$ cat src/rtl/flow_vga_pkg.sv
// Shared types and default geometry for the VGA write arbiter.
package flow_vga_pkg;

   // Default framebuffer geometry and field widths.
   localparam int DEF_WIDTH      = 160;
   localparam int DEF_HEIGHT     = 120;
   localparam int DEF_X_BITS     = 8;
   localparam int DEF_Y_BITS     = 7;
   localparam int DEF_COLOR_BITS = 15;

   // Arbiter FSM: idle, or sweeping the whole framebuffer with one colour.
   typedef enum logic {
      IDLE  = 1'b0,
      CLEAR = 1'b1
   } state_t;

   // Which requester owns the write port this cycle.
   typedef enum logic [1:0] {
      GRANT_NONE  = 2'd0,
      GRANT_CPU   = 2'd1,
      GRANT_CLEAR = 2'd2
   } grant_t;

endpackage

$ cat src/rtl/vga_clear_sweep.sv
// Raster-order x/y counter for the clear-screen sweep. x runs fastest;
// the counters move only when the sweep is granted the write port.
module vga_clear_sweep
   import flow_vga_pkg::*;
#(
   parameter int WIDTH  = DEF_WIDTH,
   parameter int HEIGHT = DEF_HEIGHT,
   parameter int X_BITS = DEF_X_BITS,
   parameter int Y_BITS = DEF_Y_BITS
) (
   input  logic              clock,
   input  logic              resetn,
   input  logic              restart,
   input  logic              advance,
   output logic [X_BITS-1:0] x,
   output logic [Y_BITS-1:0] y,
   output logic              last
);

   localparam logic [X_BITS-1:0] X_LAST = X_BITS'(WIDTH - 1);
   localparam logic [Y_BITS-1:0] Y_LAST = Y_BITS'(HEIGHT - 1);

   // Final pixel of the frame; the arbiter ends the sweep when it grants this one.
   assign last = (x == X_LAST) && (y == Y_LAST);

   // Counter: zero on reset or a new sweep, step in raster order on each granted pixel.
   always_ff @(posedge clock) begin
      if (!resetn || restart) begin
         x <= '0;
         y <= '0;
      end else if (advance) begin
         if (x == X_LAST) begin
            x <= '0;
            y <= (y == Y_LAST) ? '0 : y + 1'b1;
         end else begin
            x <= x + 1'b1;
         end
      end
   end

endmodule

$ cat src/rtl/vga_write_arbiter.sv
// Shares the VGA framebuffer write port between CPU plot requests and an
// internal clear-screen sweep. One pixel is written per cycle at most;
// when both requesters are pending they alternate round-robin.
//
// CPU handshake: a pixel is taken at a rising edge where cpu_valid and
// cpu_ready are both high. cpu_ready depends only on registered state
// (buffer occupancy and the grant computed from it), never on cpu_valid,
// and a full buffer that is being drained this cycle still accepts, so a
// continuous stream moves one pixel per cycle when uncontended.
module vga_write_arbiter
   import flow_vga_pkg::*;
#(
   parameter int WIDTH      = DEF_WIDTH,
   parameter int HEIGHT     = DEF_HEIGHT,
   parameter int X_BITS     = DEF_X_BITS,
   parameter int Y_BITS     = DEF_Y_BITS,
   parameter int COLOR_BITS = DEF_COLOR_BITS
) (
   input  logic                  clock,
   input  logic                  resetn,
   input  logic                  cpu_valid,
   input  logic [X_BITS-1:0]     cpu_x,
   input  logic [Y_BITS-1:0]     cpu_y,
   input  logic [COLOR_BITS-1:0] cpu_color,
   output logic                  cpu_ready,
   input  logic                  clear_start,
   input  logic [COLOR_BITS-1:0] clear_color,
   output logic                  clear_busy,
   output logic                  clear_done,
   output logic [X_BITS-1:0]     vga_x,
   output logic [Y_BITS-1:0]     vga_y,
   output logic [COLOR_BITS-1:0] vga_color,
   output logic                  vga_plot,
   output logic                  fsm_state
);

   localparam logic [X_BITS-1:0] X_LAST = X_BITS'(WIDTH - 1);
   localparam logic [Y_BITS-1:0] Y_LAST = Y_BITS'(HEIGHT - 1);

   state_t                state, state_next;
   grant_t                grant, last_grant;

   logic                  buf_full;
   logic [X_BITS-1:0]     buf_x;
   logic [Y_BITS-1:0]     buf_y;
   logic [COLOR_BITS-1:0] buf_color;
   logic                  buf_in_range;
   logic                  cpu_accept;

   logic [COLOR_BITS-1:0] fill_color;
   logic                  sweep_restart;
   logic [X_BITS-1:0]     sweep_x;
   logic [Y_BITS-1:0]     sweep_y;
   logic                  sweep_last;

   // Out-of-range pixels still win arbitration but are never written.
   assign buf_in_range = (buf_x <= X_LAST) && (buf_y <= Y_LAST);

   assign cpu_ready  = !buf_full || (grant == GRANT_CPU);
   assign cpu_accept = cpu_valid && cpu_ready;
   assign clear_busy = (state == CLEAR);
   assign fsm_state  = (state == CLEAR);

   vga_clear_sweep #(
      .WIDTH  (WIDTH),
      .HEIGHT (HEIGHT),
      .X_BITS (X_BITS),
      .Y_BITS (Y_BITS)
   ) u_sweep (
      .clock   (clock),
      .resetn  (resetn),
      .restart (sweep_restart),
      .advance (grant == GRANT_CLEAR),
      .x       (sweep_x),
      .y       (sweep_y),
      .last    (sweep_last)
   );

   // Round-robin grant: a lone requester always wins; under contention the
   // one not granted last time wins.
   always_comb begin
      grant = GRANT_NONE;
      if (buf_full && (state == CLEAR)) begin
         grant = (last_grant == GRANT_CPU) ? GRANT_CLEAR : GRANT_CPU;
      end else if (buf_full) begin
         grant = GRANT_CPU;
      end else if (state == CLEAR) begin
         grant = GRANT_CLEAR;
      end
   end

   // Next state: start a sweep from idle, finish when the last pixel is granted.
   always_comb begin
      state_next    = state;
      sweep_restart = 1'b0;
      unique case (state)
         IDLE: begin
            if (clear_start) begin
               state_next    = CLEAR;
               sweep_restart = 1'b1;
            end
         end
         CLEAR: begin
            if ((grant == GRANT_CLEAR) && sweep_last) begin
               state_next = IDLE;
            end
         end
         default: state_next = IDLE;
      endcase
   end

   // State register plus the fill colour captured when a sweep starts.
   always_ff @(posedge clock) begin
      if (!resetn) begin
         state      <= IDLE;
         fill_color <= '0;
      end else begin
         state <= state_next;
         if (sweep_restart) begin
            fill_color <= clear_color;
         end
      end
   end

   // Round-robin history; reset to CLEAR so the first contention favours the CPU.
   always_ff @(posedge clock) begin
      if (!resetn) begin
         last_grant <= GRANT_CLEAR;
      end else if (grant != GRANT_NONE) begin
         last_grant <= grant;
      end
   end

   // One-deep CPU holding buffer; a load in the draining cycle keeps it full.
   always_ff @(posedge clock) begin
      if (!resetn) begin
         buf_full  <= 1'b0;
         buf_x     <= '0;
         buf_y     <= '0;
         buf_color <= '0;
      end else if (cpu_accept) begin
         buf_full  <= 1'b1;
         buf_x     <= cpu_x;
         buf_y     <= cpu_y;
         buf_color <= cpu_color;
      end else if (grant == GRANT_CPU) begin
         buf_full  <= 1'b0;
      end
   end

   // Registered write port: strobe on each written pixel, coordinates hold otherwise.
   always_ff @(posedge clock) begin
      if (!resetn) begin
         vga_plot   <= 1'b0;
         vga_x      <= '0;
         vga_y      <= '0;
         vga_color  <= '0;
         clear_done <= 1'b0;
      end else begin
         vga_plot   <= 1'b0;
         clear_done <= 1'b0;
         unique case (grant)
            GRANT_CPU: begin
               if (buf_in_range) begin
                  vga_plot  <= 1'b1;
                  vga_x     <= buf_x;
                  vga_y     <= buf_y;
                  vga_color <= buf_color;
               end
            end
            GRANT_CLEAR: begin
               vga_plot   <= 1'b1;
               vga_x      <= sweep_x;
               vga_y      <= sweep_y;
               vga_color  <= fill_color;
               clear_done <= sweep_last;
            end
            default: ;
         endcase
      end
   end

endmodule

$ cat config.mk
export PLATFORM = sky130hd
export DESIGN_NAME = vga_write_arbiter
export DESIGN_NICKNAME = d
export VERILOG_FILES = /design/src/rtl/flow_vga_pkg.sv /design/src/rtl/vga_clear_sweep.sv /design/src/rtl/vga_write_arbiter.sv
export SDC_FILE = /design/constraint.sdc
export NUM_CORES = 1
export LEC_CHECK = 0
export ABC_AREA = 1
export ABC_CLOCK_PERIOD_IN_PS = 2000
export CAP_MARGIN = 25
export CELL_PAD_IN_SITES_DETAIL_PLACEMENT = 1
export CELL_PAD_IN_SITES_GLOBAL_PLACEMENT = 1
export CORE_ASPECT_RATIO = 2
export CORE_UTILIZATION = 25
export DETAILED_ROUTE_END_ITERATION = 8
export DONT_BUFFER_PORTS = 1
export GPL_TIMING_DRIVEN = 1
export HOLD_SLACK_MARGIN = 0.06
export PLACE_DENSITY = 0.55
export SYNTH_ARGS = -nofsm -noshare
export SYNTH_HDL_FRONTEND = slang
export SYNTH_HIERARCHICAL = 1
export SYNTH_SLANG_ARGS = --single-unit
$ cat constraint.sdc
create_clock -name clock -period 2 [get_ports clock]
set_input_delay 0.4 -clock clock [delete_from_list [all_inputs] [get_ports clock]]
set_output_delay 0.4 -clock clock [all_outputs]
set_load 0.05 [all_outputs]
# Word-level counts from Yosys, hierarchy flattened
# Index checks and enable logic that the tools add are counted.
# Widths: inputs -> output; s select.
dict set report word_totals {
  reg_bits 96
  input_bits 49
  out_inout_bits 35
  wordCells 60
}
dict set report classes {
  addsub 2
  magnitude_cmp 2
  eq_ne 6
  mux 20
  n_bitwise 1
  reduce_logical 15
}
# cell count
set op_table {}
lappend op_table {{$pmux 15 s2} 1}
lappend op_table {{$mux 8} 2}
lappend op_table {{$pmux 8 s2} 1}
lappend op_table {{$mux 15} 1}
lappend op_table {{$mux 7} 2}
lappend op_table {{$pmux 7 s2} 1}
lappend op_table {{$add 8x1->8 const B} 1}
lappend op_table {{$eq 8x8->1 const B} 1}
lappend op_table {{$le 8x8->1 const B} 1}
lappend op_table {{$mux 2} 4}
lappend op_table {{$add 7x1->7 const B} 1}
lappend op_table {{$eq 7x7->1 const B} 1}
lappend op_table {{$le 7x7->1 const B} 1}
lappend op_table {{$mux 1} 6}
lappend op_table {{$reduce_and 2->1} 3}
lappend op_table {{$reduce_bool 2->1} 3}
lappend op_table {{$logic_and 1x1->1} 5}
lappend op_table {{$eq 2x1->1 const B} 2}
lappend op_table {{$pmux 1 s2} 2}
lappend op_table {{$eq 2x2->1 const B} 1}
lappend op_table {{$logic_not 1->1} 2}
lappend op_table {{$logic_or 1x1->1} 2}
lappend op_table {{$ne 2x2->1 const B} 1}
lappend op_table {{$not 1->1} 1}

# Longest topological paths before layout
# Gate-level depths: netlist (run 1).
dict set report depth {
  word_depth 7
  depth_mapped 11
  mapped_depth_nobuf 10
}

# Cells and area by module
# Netlist (run 1), hierarchy kept.
# mod n_inst cells_each area_per_inst_um2 seq_area_each_um2
set by_module_without_submodules {}
lappend by_module_without_submodules {vga_write_arbiter 1 524 3497.1 1621.6}
lappend by_module_without_submodules {vga_clear_sweep 1 111 777.0 300.3}

# Least setup slack after synthesis (run 1)
# OpenSTA, ideal clock, no wires.
dict set report synth_timing {
  kind {flip-flop to flip-flop}
  from {register state (netlist: clear_busy)}
  to {register buf_color[10]}
  arrival_time_ps 2116
  slack_ps -232
  stages_incl_launch_ff 7
  n_path_buf 1
  cell_sequence {dfxtp_1 nand4_1 nand2_1 inv_1 clkbuf_1 nor2_1 nor2_1}
}
dict set report synth_between {
  elab_chain_cells 6
  word_cells_on_any_way 7
  cone_classes {eq/ne (1); mux (3); reduce/logical (3)}
}
# element line_no
set synth_rtl {}
lappend synth_rtl {{from (decl)} vga_write_arbiter.sv:40} ;# state_t state, state_next;
lappend synth_rtl {{from (signal assigned)} vga_write_arbiter.sv:118} ;# state <= state_next;
lappend synth_rtl {{$mux 2} vga_write_arbiter.sv:87} ;# end else if (state == CLEAR) begin
lappend synth_rtl {{$mux 2} vga_write_arbiter.sv:85} ;# end else if (buf_full) begin
lappend synth_rtl {{$mux 2 (*)} vga_write_arbiter.sv:83} ;# if (buf_full && (state == CLEAR)) begin
lappend synth_rtl {{$eq 2x1->1 (*)} vga_write_arbiter.sv:59} ;# assign cpu_ready = !buf_full || (grant == GRANT_CPU);
lappend synth_rtl {{$logic_or 1x1->1 (*)} vga_write_arbiter.sv:59}
lappend synth_rtl {{named net cpu_ready} vga_write_arbiter.sv:25} ;# output logic cpu_ready,
lappend synth_rtl {{$logic_and 1x1->1 (*)} vga_write_arbiter.sv:60} ;# assign cpu_accept = cpu_valid && cpu_ready;
lappend synth_rtl {{to (signal assigned)} vga_write_arbiter.sv:145} ;# buf_color <= cpu_color;
lappend synth_rtl {{to (decl)} vga_write_arbiter.sv:46} ;# logic [COLOR_BITS-1:0] buf_color;
# The timed path passes the listed nets; every way through them passes the cells marked *.
# A chain may end at the register's enable or synchronous reset.

# Worst setup path in the final report (run 1)
dict set report layout_timing {
  from {register state (netlist: clear_busy)}
  to {register u_sweep.x[4]}
}
dict set report layout_between {
  elab_chain_cells 4
  word_cells_on_any_way 7
  cone_classes {eq/ne (1); mux (4); reduce/logical (2)}
}
# element line_no
set layout_rtl {}
lappend layout_rtl {{$mux 2} vga_write_arbiter.sv:87}
lappend layout_rtl {{$mux 2} vga_write_arbiter.sv:85}
lappend layout_rtl {{$mux 2} vga_write_arbiter.sv:83}
lappend layout_rtl {{$eq 2x2->1} vga_write_arbiter.sv:73} ;# .advance (grant == GRANT_CLEAR),
lappend layout_rtl {{to (signal assigned)} vga_clear_sweep.sv:36} ;# x <= x + 1'b1;
lappend layout_rtl {{to (decl)} vga_clear_sweep.sv:15} ;# output logic [X_BITS-1:0] x,
# Parallel ways exist; a longest one is shown, timed or not.

==> results_dict.tcl, run 1 <==
set metrics [dict create \
    status "finished, final reports clean" \
    layout_min_cycle_time_ps 1700 \
    cts_root_buf "clkbuf_16" \
    crit_required_ps 2270 \
    place_congestion 0.763 \
    clkSinkCount 96 \
    worstSetupStartpointType "flip-flop" \
    dieHeight_um 187 \
    seq_area_frac_synth_pct 45.0 \
    clockBufferDepth 2 \
    totalWireLength_um 13700 \
    antenna_found_initial 1 \
    io_buffers 0 \
    grt_pass1_wl_um 22100 \
    cts_tree "yes" \
    rsz0062_at_grt "no" \
    syn-cell-area_sq_um 4270 \
    post-dp-hpwl_um 9970 \
    ys_ff_latch 96 \
    via_count 3872 \
    ant_nets 0 \
    core_area_sq_um 16800 \
    syn_nets 686 \
    r2r_setup_slack_ps 300 \
    peakVddDrop_uv 426 \
    route.detailed.drc 0 \
    drv_cap 0 \
    ys_warn_count 6 \
    clk_latency_ps 350 \
    fmax_mhz 588 \
    initialDrtViolationCount 107 \
    path_max_fanout 10 \
    synth_cell_types 26 \
    drt_first_pass_iters 4 \
    grt_usage_pct 16.6 \
    avgSynthCellArea_sq_um 6.73 \
    clkTransAtPathRegs_ps 70 \
    p_leak_nw 2.13 \
    syn_inst 635 \
    cts_max_level 3 \
    regArea_sq_um 1920 \
    multiInputGateArea_sq_um 1990 \
    hold_path.class "primary input to flip-flop" \
    pin_count 84 \
    die_x_um 94.5 \
    tightestPinTransition_ps 618 \
    viasPerCell 4.62 \
    hold_violations 0 \
    setup_tns_ps 0 \
    layout_setup_ws_ps 299 \
    cts_setup_buffers 0 \
    post-route-period-util_pct 85.0 \
    rows 67 \
    final_cell_mix "nor2_1, nand2_1, dfxtp_1" \
    syn2layout_area_growth_pct 12.4 \
    fill_cells 2129 \
    grt_max_degree 79 \
    mostFrequentLayoutCell "nor2_1" \
    grt_overflow_total 0 \
    numCtsBuffers 9 \
    start_util_pct 25.5 \
    nets 678 \
    relSlewSlack_pct 58.7 \
    die-area_sq_um 17700 \
    worst-setup-path-type "flip-flop to flip-flop" \
    finalClockSkew_ps 8.93 \
    final_layout_size_suffix_gt1_share_pct 7.61 \
    arrival_ps 1970 \
    slew_viol_final 0 \
    grt_pass1_vias 4115 \
    setup_viol 0 \
    routedWlPerCell_um 16.3 \
    dp_slack_ps 320 \
    worst_setup_path_end_kind "flip-flop" \
    hold_buffers 0 \
    power.density_nw_per_um2 952 \
    cts-resized-gates 0 \
]
## metrics by stage
stage / instance area, sq um / instances / total power, mW / hold WS (ps) / util [%]
after floorplan: 4280 / 635 / 2.83 / 450 / -
after global placement: 4530 / 823 / 2.99 / 463 / 27.0
final: 4800 / 839 / 4.57 / 179 / 28.6
after CTS: 4800 / 838 / 4.65 / 147 / 28.6
after detailed placement: 4530 / 823 / 3.01 / 474 / 27.0
after global routing: 4800 / 839 / 4.82 / 160 / 28.6
## critical path, cell delays in order (launching register included)
cell and delay (ps):
dfxtp_2 350, buf_4 230, inv_2 60, nand2_1 70
inv_1 60, nor2_2 410, inv_1 210, nor3_1 240
## power by group
part	total [mW]	internal, mW	switching, mW
logic	0.577	0.209	0.368
clock network	1.63	0.868	0.759
registers	2.37	2.05	0.317
## cell type report
cell class / count / area share (%)
Antenna cell: 1 / 0.0521
Clock buffer: 10 / 4.98
Clock inverter: 5 / 0.703
Inverter: 53 / 4.14
Multi-Input combinational cell: 448 / 41.5
Sequential cell: 96 / 40.0
Tap cell: 207 / 5.39
Timing Repair Buffer: 19 / 3.23
## path summary, 6_finish.rpt
path / from / end / cells after the start
min: resetn / last_grant[1] / 1
max: clear_busy / u_sweep/x[4] / 7
max reg2reg: clear_busy / u_sweep/x[4] / 7
min reg2reg: buf_y[1] / buf_y[1] / 2
## layer usage
layer / track usage, % / vias up / wire length (um)
li1: - / 1993 / -
met4: 6.29 / 0 / 344
met2: 30.1 / 76 / 7290
met5: 0 / - / 0
met1: 17.7 / 1790 / 5340
met3: 4.76 / 13 / 710
## kinds of logic (layout without fill, tap and decap cells)
family | after synthesis | count (layout) | share of synthesized area [%]
AND/OR/NAND/NOR | 350 | 350 | 34.1
flip-flops | 96 | 96 | 45.0
AO/OA/AOI/OAI | 92 | 92 | 10.9
buffers and inverters | 91 | 87 | 8.55
XOR/XNOR | 4 | 4 | 0.820
adder cells (fa/ha/maj) | 2 | 2 | 0.585
other | 0 | 1 | 0
## cell usage after synthesis, drive strengths merged
master	count	share of area, %
a21oi	41	4.8
nand2	131	12
nand4	3	0.44
xnor2	1	0.20
nor2	143	13
inv	53	4.7
nor3	4	0.73
o311ai	1	0.20
clkbuf	20	1.8
o21ai	50	5.9
buf	18	2.1
nand3b	1	0.18
dfxtp	96	45
xor2	3	0.61
nand3	68	8.0
ha	2	0.59
## state kept, by name, indices dropped and copies added, names as in the netlist, 7 cells and up
signal      flops
vga_y           7
fill_color     15
vga_color      15
buf_y           7
vga_x           8
u_sweep/y       7
buf_x           8
buf_color      15
u_sweep/x       8
Note: power is estimated with default switching activity, not from simulation.
==> inputs of run 2 (changes only) <==
Settings changed: PLACE_DENSITY 0.55 to 0.56, SYNTH_HIERARCHICAL 1 to default.
==> run 2 against run 1 <==
Clock power increased by 9%. Worst setup slack got worse by 150 ps. Via count grew 1.7%. Synthesized cell count rose by 1.9%. Design area increased by 1.6%. Combinational power is 3% lower. Total power up 3.1%. Die area is 1.2% higher. Register-to-register slack worse by 40 ps. Clock skew is 6.3 ps higher. Critical endpoint is now cpu_ready. Highest routed layer unchanged.
==> results_dict.tcl, run 2 <==
set metrics [dict create \
    cts_setup_buffers 0 \
    reg2reg_from "buf_full" \
    drt_first_pass_iters 4 \
    seq_area_frac_synth_pct 44.4 \
    fmax_mhz 541 \
    yosysTopAreaCellShare_pct 44.4 \
    route.detailed.drc 0 \
    layout_min_cycle_time_ps 1850 \
    seq_power_share_pct 50.5 \
    final_layout_size_suffix_gt1_share_pct 5.62 \
    die-area_sq_um 17900 \
    cts_max_level 3 \
    synth_cell_types 21 \
    syn_nets 698 \
    grt_pass1_wl_um 22500 \
    multiInputGateArea_sq_um 1980 \
    hold_path.class "primary input to flip-flop" \
    clkTransAtPathRegs_ps 80 \
    netSwitchingPower_mw 1.47 \
    pin_count 84 \
    tightestPinTransition_ps 596 \
    io_buffers 0 \
    fill_cells 2111 \
    post-dp-hpwl_um 10700 \
    swShare_pct 31.1 \
    final_core_utilization_pct 29.0 \
    ys_ff_latch 96 \
    met2_length_um 8150 \
    rr_endpoint "vga_color[12]" \
    place_congestion 0.832 \
    r2r_cells 7 \
    cts_root_buf "clkbuf_16" \
    relSlewSlack_pct 60.2 \
    diodes 0 \
    p_int_mw 3.25 \
    clockBufferDepth 2 \
    final_cell_mix "nor2_1, nand2_1, dfxtp_1" \
    worst_setup_path_end_kind "output pin" \
    avgSynthCellArea_sq_um 6.69 \
    finalClockSkew_ps 15.3 \
    highest_layer "met4" \
    power.density_nw_per_um2 966 \
    postLayoutCellArea_sq_um 4880 \
    numCtsBuffers 9 \
    worstSetupStartpointType "flip-flop" \
    path_max_fanout 9 \
    nets 687 \
    clk_latency_ps 360 \
    grt_overflow_total 0 \
    ant_nets 0 \
    yosysMostFrequentCell "nor2_1" \
    die_x_um 95.0 \
    antenna_found_initial 0 \
    clkSinkCount 96 \
    core_area_sq_um 16800 \
    arrival_ps 1450 \
    ys_warn_count 0 \
    syn-cell-area_sq_um 4330 \
    cts_tree "yes" \
    wl_met3_um 376 \
    rsz0062_at_grt "no" \
    hold_buffers 0 \
    p_leak_nw 2.20 \
    async_reset_ff_share_pct 0 \
    synth_flop_cell "dfxtp_1" \
    peakVddDrop_uv 452 \
    met1_length_um 5100 \
    initialDrtViolationCount 144 \
    syn_inst 647 \
    setup_viol 0 \
    setup_tns_ps 0 \
    yosys-top-cells-area "dfxtp_1, nor2_1, nand2_1" \
    totalWireLength_um 14200 \
    grt_pass1_vias 4206 \
    drv_cap 0 \
    worst_hold_path.endpoint "buf_color[11]" \
    worst-setup-path-type "flip-flop to output pin" \
    via_count 3939 \
    regArea_sq_um 1920 \
    viasPerCell 4.65 \
    status "finished, final reports clean" \
    rows 67 \
    worstHoldStart "resetn" \
    hold_violations 0 \
    cts-resized-gates 0 \
    slew_viol_final 0 \
    place_area_sq_um 4580 \
    reg_top3 "buf_color (15), fill_color (15), vga_color (15)" \
    clock_power_share_pct 37.6 \
    synth_edf_count 0 \
    grt_max_degree 76 \
    r2r_setup_slack_ps 260 \
    syn2layout_area_growth_pct 12.8 \
    routedWlPerCell_um 16.7 \
    share_comb_of_total_power_pct 11.9 \
    dieHeight_um 188 \
    synthTopCellsByCount "nor2_1, nand2_1, dfxtp_1" \
    start_util_pct 25.7 \
    mostFrequentLayoutCell "nor2_1" \
    post-route-period-util_pct 92.5 \
    synth_area_leader_cell "dfxtp_1" \
    grt_usage_pct 17.1 \
    crit_required_ps 1600 \
    whs_path_depth 2 \
]
run 2: area by class of cell:
cell class / count / share of cell area (%)
Inverter: 69 / 5.31
Clock buffer: 11 / 4.77
Sequential cell: 96 / 39.4
Clock inverter: 5 / 1.31
Tap cell: 207 / 5.31
Multi-Input combinational cell: 443 / 40.5
Timing Repair Buffer: 17 / 3.38
run 2: worst max path at each step:
stage	cells after the start	slack [ps]	from	to
after global placement	8	360	u_sweep.x[0]	u_sweep.x[5]
final	4	150	clear_busy	cpu_ready
after global routing	4	50	clear_busy	cpu_ready
after detailed placement	7	300	buf_full	vga_y[5]
after CTS	4	0.7	clear_busy	cpu_ready
after floorplan	5	130	clear_busy	cpu_ready
run 2: cell families (layout without fill, tap and decap cells):
logic type	Yosys count	count (layout)	share of synthesized area, %
simple gates	364	364	35.7
buf+inv	108	102	10.0
flops	96	96	44.4
compound gates	76	76	9.03
fa+ha+maj	2	2	0.578
xor+xnor	1	1	0.203
run 2: layer usage:
layer / global-route usage, % / up-vias
li1: - / 1998
met1: 16.9 / 1851
met2: 33.0 / 65
met3: 2.68 / 25
met4: 8.62 / 0
met5: 0 / -
run 2: metrics by stage:
stage | setup slack [ps] | cells | power (mW) | hold slack [ps]
3_3_place_gp | 357 | 832 | 2.99 | 434
2_1_floorplan | 128 | 647 | 2.82 | 425
5_1_grt | 52.4 | 848 | 4.94 | 161
4_1_cts | 0.703 | 848 | 4.79 | 150
3_5_place_dp | 301 | 832 | 3.00 | 441
6_report | 150 | 848 | 4.72 | 171
run 2: worst max-delay path, cell delays in order (launching register included):
cell and delay [ps]:
dfxtp_1 450, inv_1 90, a21oi_2 150, nand2_2 190
buf_12 210
run 2: power by group through the flow:
stage               clock (mW)  combinational (mW)  sequential, mW
floorplan                    0               0.441            2.37
global placement             0               0.561            2.43
detailed placement           0               0.570            2.43
CTS                       1.82               0.575            2.39
global route              1.90               0.644            2.40
finish                    1.77               0.560            2.38
